File: src/rtl/sync_fifo_cnt.sv
// Single-clock FIFO with an explicit occupancy counter, registered read port
// and one-cycle overflow/underflow error pulses.
module sync_fifo_cnt #(
    parameter int unsigned WIDTH = 8,
    parameter int unsigned DEPTH = 8,
    parameter int unsigned CW    = 4
) (
    input  logic             clk,
    input  logic             rst,
    input  logic             wr_en,
    input  logic [WIDTH-1:0] data_in,
    output logic             full,
    input  logic             rd_en,
    output logic [WIDTH-1:0] data_out,
    output logic             empty,
    output logic [CW-1:0]    fifo_words,
    output logic             wr_err,
    output logic             rd_err
);

    localparam int unsigned AW = $clog2(DEPTH);

    logic [WIDTH-1:0] mem [DEPTH];
    logic [AW-1:0]    wr_ptr;
    logic [AW-1:0]    rd_ptr;
    logic             wr_ok;
    logic             rd_ok;

    assign full  = (fifo_words == CW'(DEPTH));
    assign empty = (fifo_words == '0);
    assign wr_ok = wr_en && !full;
    assign rd_ok = rd_en && !empty;

    // Storage is deliberately left out of reset; the pointers and count discard it.
    always_ff @(posedge clk) begin
        if (wr_ok) begin
            mem[wr_ptr] <= data_in;
        end
    end

    always_ff @(posedge clk or posedge rst) begin
        if (rst) begin
            wr_ptr     <= '0;
            rd_ptr     <= '0;
            fifo_words <= '0;
            data_out   <= '0;
            wr_err     <= 1'b0;
            rd_err     <= 1'b0;
        end else begin
            wr_err <= wr_en && !wr_ok;
            rd_err <= rd_en && !rd_ok;
            if (wr_ok) begin
                wr_ptr <= wr_ptr + AW'(1);
            end
            if (rd_ok) begin
                data_out <= mem[rd_ptr];
                rd_ptr   <= rd_ptr + AW'(1);
            end
            case ({wr_ok, rd_ok})
                2'b10:   fifo_words <= fifo_words + CW'(1);
                2'b01:   fifo_words <= fifo_words - CW'(1);
                default: fifo_words <= fifo_words;
            endcase
        end
    end

endmodule
File: config.mk
export PLATFORM = sky130hd
export DESIGN_NAME = sync_fifo_cnt
export DESIGN_NICKNAME = d
export VERILOG_FILES = /design/src/rtl/sync_fifo_cnt.sv
export SDC_FILE = /design/constraint.sdc
export NUM_CORES = 1
export LEC_CHECK = 0
export CAP_MARGIN = 25
export CORE_UTILIZATION = 30
export DETAILED_ROUTE_END_ITERATION = 8
export PLACE_DENSITY = 0.58
export REMOVE_ABC_BUFFERS = 1
export SYNTH_ARGS = -nofsm -noshare
export SYNTH_HDL_FRONTEND = slang
export SYNTH_SLANG_ARGS = --single-unit
File: constraint.sdc
create_clock -name clk -period 6.3 [get_ports clk]
set_input_delay 1.26 -clock clk [delete_from_list [all_inputs] [get_ports clk]]
set_output_delay 1.26 -clock clk [all_outputs]
set_load 0.01 [all_outputs]
# Word-level counts from Yosys, hierarchy flattened
# Memories as Yosys holds them, arrays and structs flattened. A register that Yosys moved wholly into a read port is not among the register bits.
# Index checks and enable logic that the tools add are counted.
# op_classes
n_reduce_logical	10
n_mux	3
eq_ne	3
n_addsub	4
# op_table
operator	count
$pmux 4 s2	1
$add 3x1->3 const B	2
$add 4x1->4 const B	1
$eq 4x4->1 const B	1
$logic_and 1x1->1	4
$logic_not 1->1	4
$logic_not 4->1	1
$sub 4x1->4 const B	1
$eq 2x1->1 const B	1
$eq 2x2->1 const B	1
$mux 1	2
$reduce_bool 2->1	1
# word_totals
input_bits	12
mem_bits_rw	64
regBits	12
mem_count	1
output_inout_bits	16
wordCells	26
# memory_table
name	depth	width	read_ports	rd_ports_with_merged_regs	write_ports	line	text
mem	8	8	1	1	1	23	logic [WIDTH-1:0] mem [DEPTH];

# Longest topological paths before layout
# Gate-level depths: netlist of run 1.
# logic_depth
word_depth	5
mapped_depth	10
mapped_depth_nobuf	9

# Worst setup path before layout of run 1
# Ideal clock, no wire load.
# synth_timing
path_type	in2reg
startpoint	input port wr_en
endpoint	register fifo_words[3]
n_path_buf	0
cell_stages	8
required_time_ns	6.174
t_arrival_ns	2.834
setup_time_ns	0.126
setup_slack_ns	3.340
cell_sequence	nor2b_1 -> inv_1 -> ha_1 -> ha_1 -> a21o_1 -> a2111oi_0 -> nand4b_1 -> nand3_1
# synth_via
elab_chain_len	3
# synth_rtl
item	line	text
start, declared	10	input logic wr_en,
$logic_and 1x1->1 *	31	assign wr_ok = wr_en && !full;
$eq 2x1->1 / $eq 2x2->1 (equally long branches)	59	case ({wr_ok, rd_ok})
$pmux 4 s2 / $reduce_bool 2->1 (equally long branches)	-	
end signal, assigned	60	2'b10: fifo_words <= fifo_words + CW'(1);
end signal, assigned	61	2'b01: fifo_words <= fifo_words - CW'(1);
end signal, assigned	62	default: fifo_words <= fifo_words;
end, declared	16	output logic [CW-1:0] fifo_words,
# Every way passes the cells marked *; elsewhere a longest branch is shown, timed or not.
# A chain may end at the register's enable or synchronous reset.

# Worst setup path in the final report of run 1
# layout_timing
startpoint	input port rd_en
endpoint	register fifo_words[3]
# layout_via
elab_chain_len	3
# layout_rtl
item	line	text
start, declared	13	input logic rd_en,
$logic_and 1x1->1 *	32	assign rd_ok = rd_en && !empty;
named net rd_ok	27	logic rd_ok;
$eq 2x1->1 / $eq 2x2->1 (equally long branches)	59	
$pmux 4 s2 / $reduce_bool 2->1 (equally long branches)	-	
# The timed path passes the listed nets; every way through them passes the cells marked *.

==> results of run 1 <==
power by group through the flow:
stage               clock network, mW  registers (mW)  logic (mW)
finish                          0.482           0.803       0.617
global route                    0.517           0.819       0.686
CTS                             0.495           0.806       0.630
detailed placement                  0           0.816       0.627
global placement                    0           0.811       0.617
floorplan                           0           0.850       0.354
worst register-to-register path, delay by kind of cell, from the launching register on:
family          cells  cell delay [ns]
simple gates        4             1.23
compound gates      2             0.58
fa+ha+maj           2             0.55
flops               1             0.48
buf+inv             1             0.10
cells by family (layout without fill, tap and decap cells):
kind of cell    Yosys count  after routing  synth area share (%)
xor+xnor                  5              5                  1.26
compound gates           28             28                  5.78
flops                    84             84                  69.9
fa+ha+maj                 6              6                  2.38
buf+inv                  15             52                  3.21
mux                      33             33                  10.1
simple gates             50             50                  7.33
cell usage in the layout, fill, tap and decap left out, drive strengths merged, types with 8 or more instances in the layout:
cell type       n
mux2           16
dfrtp          20
edfxtp         64
nor2            8
a221o           8
nand2          24
clkdlybuf4s50  27
o21ai           9
clkbuf          9
o22ai           8
inv             8
mux2i          17
state kept, by name, indices dropped and copies added (netlist names):
signal and cells:
mem 64, data_out 8, fifo_words 4, rd_ptr 3, wr_ptr 3, rd_err 1, wr_err 1
worst max path at each step:
stage                    endpoint  slack [ns]  cells after the start
floorplan           fifo_words[3]        3.22                      8
global placement    fifo_words[3]        2.52                      9
detailed placement  fifo_words[3]        2.46                      9
CTS                 fifo_words[3]        2.82                      9
global route        fifo_words[3]        2.54                      9
finish              fifo_words[3]        2.84                      9
routing by layer:
metal	track usage, %	wire [microns]	vias to the layer above
li1	-	-	901
met1	15.0	2950	900
met2	20.4	3270	34
met3	2.67	263	7
met4	5.71	87	0
met5	0	0	-
cell type report:
class | instances | area [sq um]
tap | 140 | 175
clock buffer | 9 | 225
timing repair buffer | 30 | 293
clock inverter | 7 | 50.0
fill | 1062 | 6910
multi-input combinational | 122 | 931
inverter | 6 | 22.5
sequential | 84 | 2420
through the flow:
step,instance area [sq um],power [mW],std cells
floorplan,3380,1.20,212
global placement,3840,1.43,382
detailed placement,3840,1.44,382
CTS,4120,1.93,398
global route,4120,2.02,398
finish,4120,1.90,398
==> flow_metrics.tcl, run 1 <==
set metrics [dict create \
    status "finished clean" \
    fin_crit_ns 3.46 \
    postSynthCellCount 221 \
    rsz0062_at_grt "false" \
    cts_resized 0 \
    hold_path.class "reg2reg" \
    setup_slack_ns 2.84 \
    slowest_stage "nand2b_1" \
    drc 0 \
    slew_violations 0 \
    period_share_pct 55.0 \
    skew_ns 0.00898 \
    crit_top_cell "ha_1" \
    path_cells "clkdlybuf4s50_1 -> nand2b_1 -> inv_2 -> ha_1 -> ha_1 -> a21o_1 -> a2111oi_0 -> nand4b_1 -> nand3_1" \
    reg2reg_from "fifo_words[0]" \
    path_class "in2reg" \
    drv_cap 0 \
    end_kind "flop" \
    track_usage_pct 12.2 \
    cp_data_required_time_ns 6.52 \
    cts_setup_buffers 0 \
    worst_slew_pin_slew_ns 0.965 \
    ys_seq_area_share_pct 69.9 \
    gp_congestion 0.739 \
    antennaDiodeCount 0 \
    r2r_slack_ns 3.26 \
    cts.clk_slew.worst_paths_ns 0.06 \
    critPathLaunch "rd_en" \
    intPower_mw 1.29 \
    finalHoldViolations 0 \
    whs_path_depth 2 \
    io_pins 28 \
    synth-edff-count 64 \
    cts_tree "yes" \
    cp-start-kind "input pin" \
    synth_area_leaders "edfxtp_1 55%, dfrtp_1 14%, mux2_2 5.2%" \
    synth_seq_cells 84 \
    ant_nets 0 \
    setup_viol 0 \
    grt_pass1_wl_microns 10200 \
    hpwl_microns 4050 \
    totalWireLength_microns 6570 \
    netlist_top_cells_count "64 x edfxtp_1, 24 x nand2_1, 20 x dfrtp_1" \
    antenna_found_initial 0 \
    p_leak_nw 1.49 \
    synth_area_leader_cell "edfxtp_1" \
    cp_top_family "simple AND/OR/NAND/NOR gates" \
    cpPeakStageDelay_ns 0.56 \
    synth-async-reset-ratio_pct 23.8 \
    ir_drop_mv 0.195 \
    powerDensity_nw_per_um2 462 \
    fp.dieArea_sq_um 12000 \
    dr_total_vias 1842 \
    synth_cell_types 34 \
    ys.flop_type "edfxtp_1" \
    p_switching_mw 0.614 \
    rows 38 \
    grt_overflow 0 \
    r2r_end "fifo_words[3]" \
    synthToLayoutAreaGrowth_pct 18.9 \
    grt_max_degree 35 \
    first_global_vias 1839 \
    worstRegToRegCells 9 \
    design.core.area_sq_um 11000 \
    pwr-share-seq_pct 42.2 \
    fp.dieH_microns 109 \
    yosysMostFrequentCell "edfxtp_1" \
    p_clk_share_pct 25.3 \
    clockBufferDepth 2 \
    start_util_pct 31.4 \
    finalNetCount 271 \
    syn_area_sq_um 3460 \
    avgSynthCellArea_sq_um 15.7 \
    tns_ns 0 \
    max_freq_mhz 289 \
    clk_latency_ns 0.33 \
    hold_buffers 0 \
    clockRootBuffer "clkbuf_16" \
    cts-htree-levels 3 \
    numPortBuffers 27 \
    p_sw_share_pct 32.3 \
    finalHoldWorstSlack_ns 0.476 \
    slew_headroom_pct 35.4 \
    clock_sinks 84 \
    cts_buffers 9 \
    cp_max_fo 19 \
    utilization_pct 37.3 \
    synth_top_area_share_pct 55.5 \
    crit_buf_inv 2 \
    combPwrFrac_pct 32.4 \
    min_to "data_out[5]" \
    drtIter0Drc 63 \
    dp_slack_ns 2.46 \
    firstDrtPassIters 4 \
    critical_path_arrival_ns 3.68 \
    wl_per_cell_microns 16.5 \
    hold_start "data_out[5]" \
    die_w_microns 109 \
    yosysWarnings 0 \
    viasPerCell 4.63 \
    drive_gt1_share_pct 14.3 \
]
(Power assumes the default switching activity.)
==> run 2: changes to the inputs <==
- PLACE_DENSITY: 0.58 -> 0.59
- clock period: 6.3 -> 2.96 ns (I/O delays scaled with it)
==> flow_metrics.tcl, run 2 (synthesis gave the netlist of run 1 again) <==
set metrics [dict create \
    fp.dieArea_sq_um 12000 \
    path_class "reg2reg" \
    firstDrtPassIters 4 \
    clockBufferDepth 2 \
    hold_path.class "reg2reg" \
    layout_commonest_cell "edfxtp_1" \
    cp_top_family "simple AND/OR/NAND/NOR gates" \
    hpwl_microns 4060 \
    p_total_mw 4.16 \
    utilization_pct 38.1 \
    cp_data_required_time_ns 3.18 \
    crit_top_cell "ha_1" \
    p_leak_nw 1.54 \
    cpPeakStageDelay_ns 0.48 \
    cts_setup_buffers 0 \
    drv_cap 0 \
    fin_crit_ns 2.56 \
    path_cells "nor4b_2 -> nor2b_1 -> inv_1 -> ha_1 -> ha_1 -> a21o_1 -> a2111oi_0 -> nand4b_1 -> nand3_1" \
    worst_slew_pin_slew_ns 0.828 \
    synthToLayoutAreaGrowth_pct 21.3 \
    cp_max_fo 6 \
    design.core.area_sq_um 11000 \
    cts_tree "yes" \
    cts_buffers 9 \
    finalInstanceArea_sq_um 4200 \
    slowest_stage "dfrtp_1" \
    mostFrequentLayoutCells "64 x edfxtp_1, 27 x clkdlybuf4s50_1, 24 x nand2_1" \
    drtIter0Drc 118 \
    totalWireLength_microns 6420 \
    drive_gt1_share_pct 17.7 \
    fp.dieH_microns 109 \
    cp-start-kind "flop" \
    slew_violations 0 \
    status "finished clean" \
    finalNetCount 279 \
    setup_viol 0 \
    first_global_vias 1923 \
    hold_start "data_out[5]" \
    period_share_pct 86.5 \
    drc 0 \
    grt_overflow 0 \
    powerDensity_nw_per_um2 990 \
    numPortBuffers 27 \
    dr_total_vias 1906 \
    start_util_pct 31.4 \
    placed_area_sq_um 3900 \
    viasPerCell 4.69 \
    reg.largest.list "mem: 64 flops, data_out: 8 flops, fifo_words: 4 flops" \
    whs_path_depth 2 \
    antenna_found_initial 0 \
    hold_buffers 0 \
    io_pins 28 \
    finalHoldViolations 0 \
    reg2reg_from "fifo_words[0]" \
    cts-htree-levels 3 \
    rows 38 \
    worstRegToRegCells 9 \
    finalHoldWorstSlack_ns 0.478 \
    grt_max_degree 35 \
    grt_pass1_wl_microns 10100 \
    ant_nets 0 \
    rsz0062_at_grt "false" \
    cts_resized 0 \
    skew_ns 0.00787 \
    largest_reg_flops 64 \
    tns_ns 0 \
    path_depth 9 \
    gp_congestion 0.722 \
    max_flop_register "mem" \
    clk_latency_ns 0.34 \
    ir_drop_mv 0.515 \
    die_w_microns 109 \
    cts.clk_slew.worst_paths_ns 0.06 \
    max_freq_mhz 391 \
    wl_per_cell_microns 15.8 \
    crit_buf_inv 1 \
    end_kind "flop" \
    clock_sinks 84 \
    slew_headroom_pct 44.7 \
    track_usage_pct 12.1 \
    critPathLaunch "fifo_words[0]" \
    clockRootBuffer "clkbuf_16" \
    critical_path_arrival_ns 2.78 \
    antennaDiodeCount 0 \
]
==> run 2: cell types whose count changed in the layout (fill, tap and decap cells not counted) <==
cell	change
buf_4	+8
clkinv_1	-2
clkinvlp_4	+2
bufinv_16	+1
clkinv_2	+1
clkinv_4	-1
inv_6	-1
==> run 2: routing by layer <==
metal	global-route usage (%)	share of wire [%]	vias up
met4	6.19	2.0	0
met1	14.1	43	953
li1	-	-	912
met3	3.38	4.0	11
met5	0	0	-
met2	20.2	51	30
==> run 2: worst paths after layout <==
kind / endpoint / slack (ns)
worst max register to register: fifo_words[3] / 0.40
worst min-delay path: data_out[5] / 0.48
worst min register to register: data_out[5] / 0.48
min in group asynchronous: wr_ptr[0] / 0.72
max in group asynchronous: wr_ptr[2] / 1.72
worst max-delay path: fifo_words[3] / 0.40
==> run 2: layout make-up <==
cell class | count | area (sq um)
sequential | 84 | 2420
multi-input combinational | 122 | 931
timing repair buffer | 38 | 353
tap | 140 | 175
clock inverter | 7 | 75.1
inverter | 6 | 22.5
fill | 1038 | 6830
clock buffer | 9 | 225
==> run 2: power breakdown <==
| part | leakage (nW) | total, mW | internal [mW] | switching [mW] |
|---|---|---|---|---|
| combinational | 0.576 | 1.35 | 0.659 | 0.692 |
| clock | 0.138 | 1.11 | 0.656 | 0.459 |
| sequential | 0.824 | 1.70 | 1.54 | 0.160 |
==> run 2: through the flow <==
step           setup slack, ns  std cells
2_1_floorplan            0.178        212
3_3_place_gp             0.229        390
3_5_place_dp             0.128        390
4_1_cts                  0.409        406
5_1_grt                  0.232        406
6_report                 0.399        406
==> run 2: worst register-to-register path: stages, from the launching register on <==
cell	delay (ns)
dfrtp_1	0.48
nor4b_2	0.41
nor2b_1	0.11
inv_1	0.11
ha_1	0.23
ha_1	0.25
a21o_1	0.21
a2111oi_0	0.39
nand4b_1	0.17
nand3_1	0.08
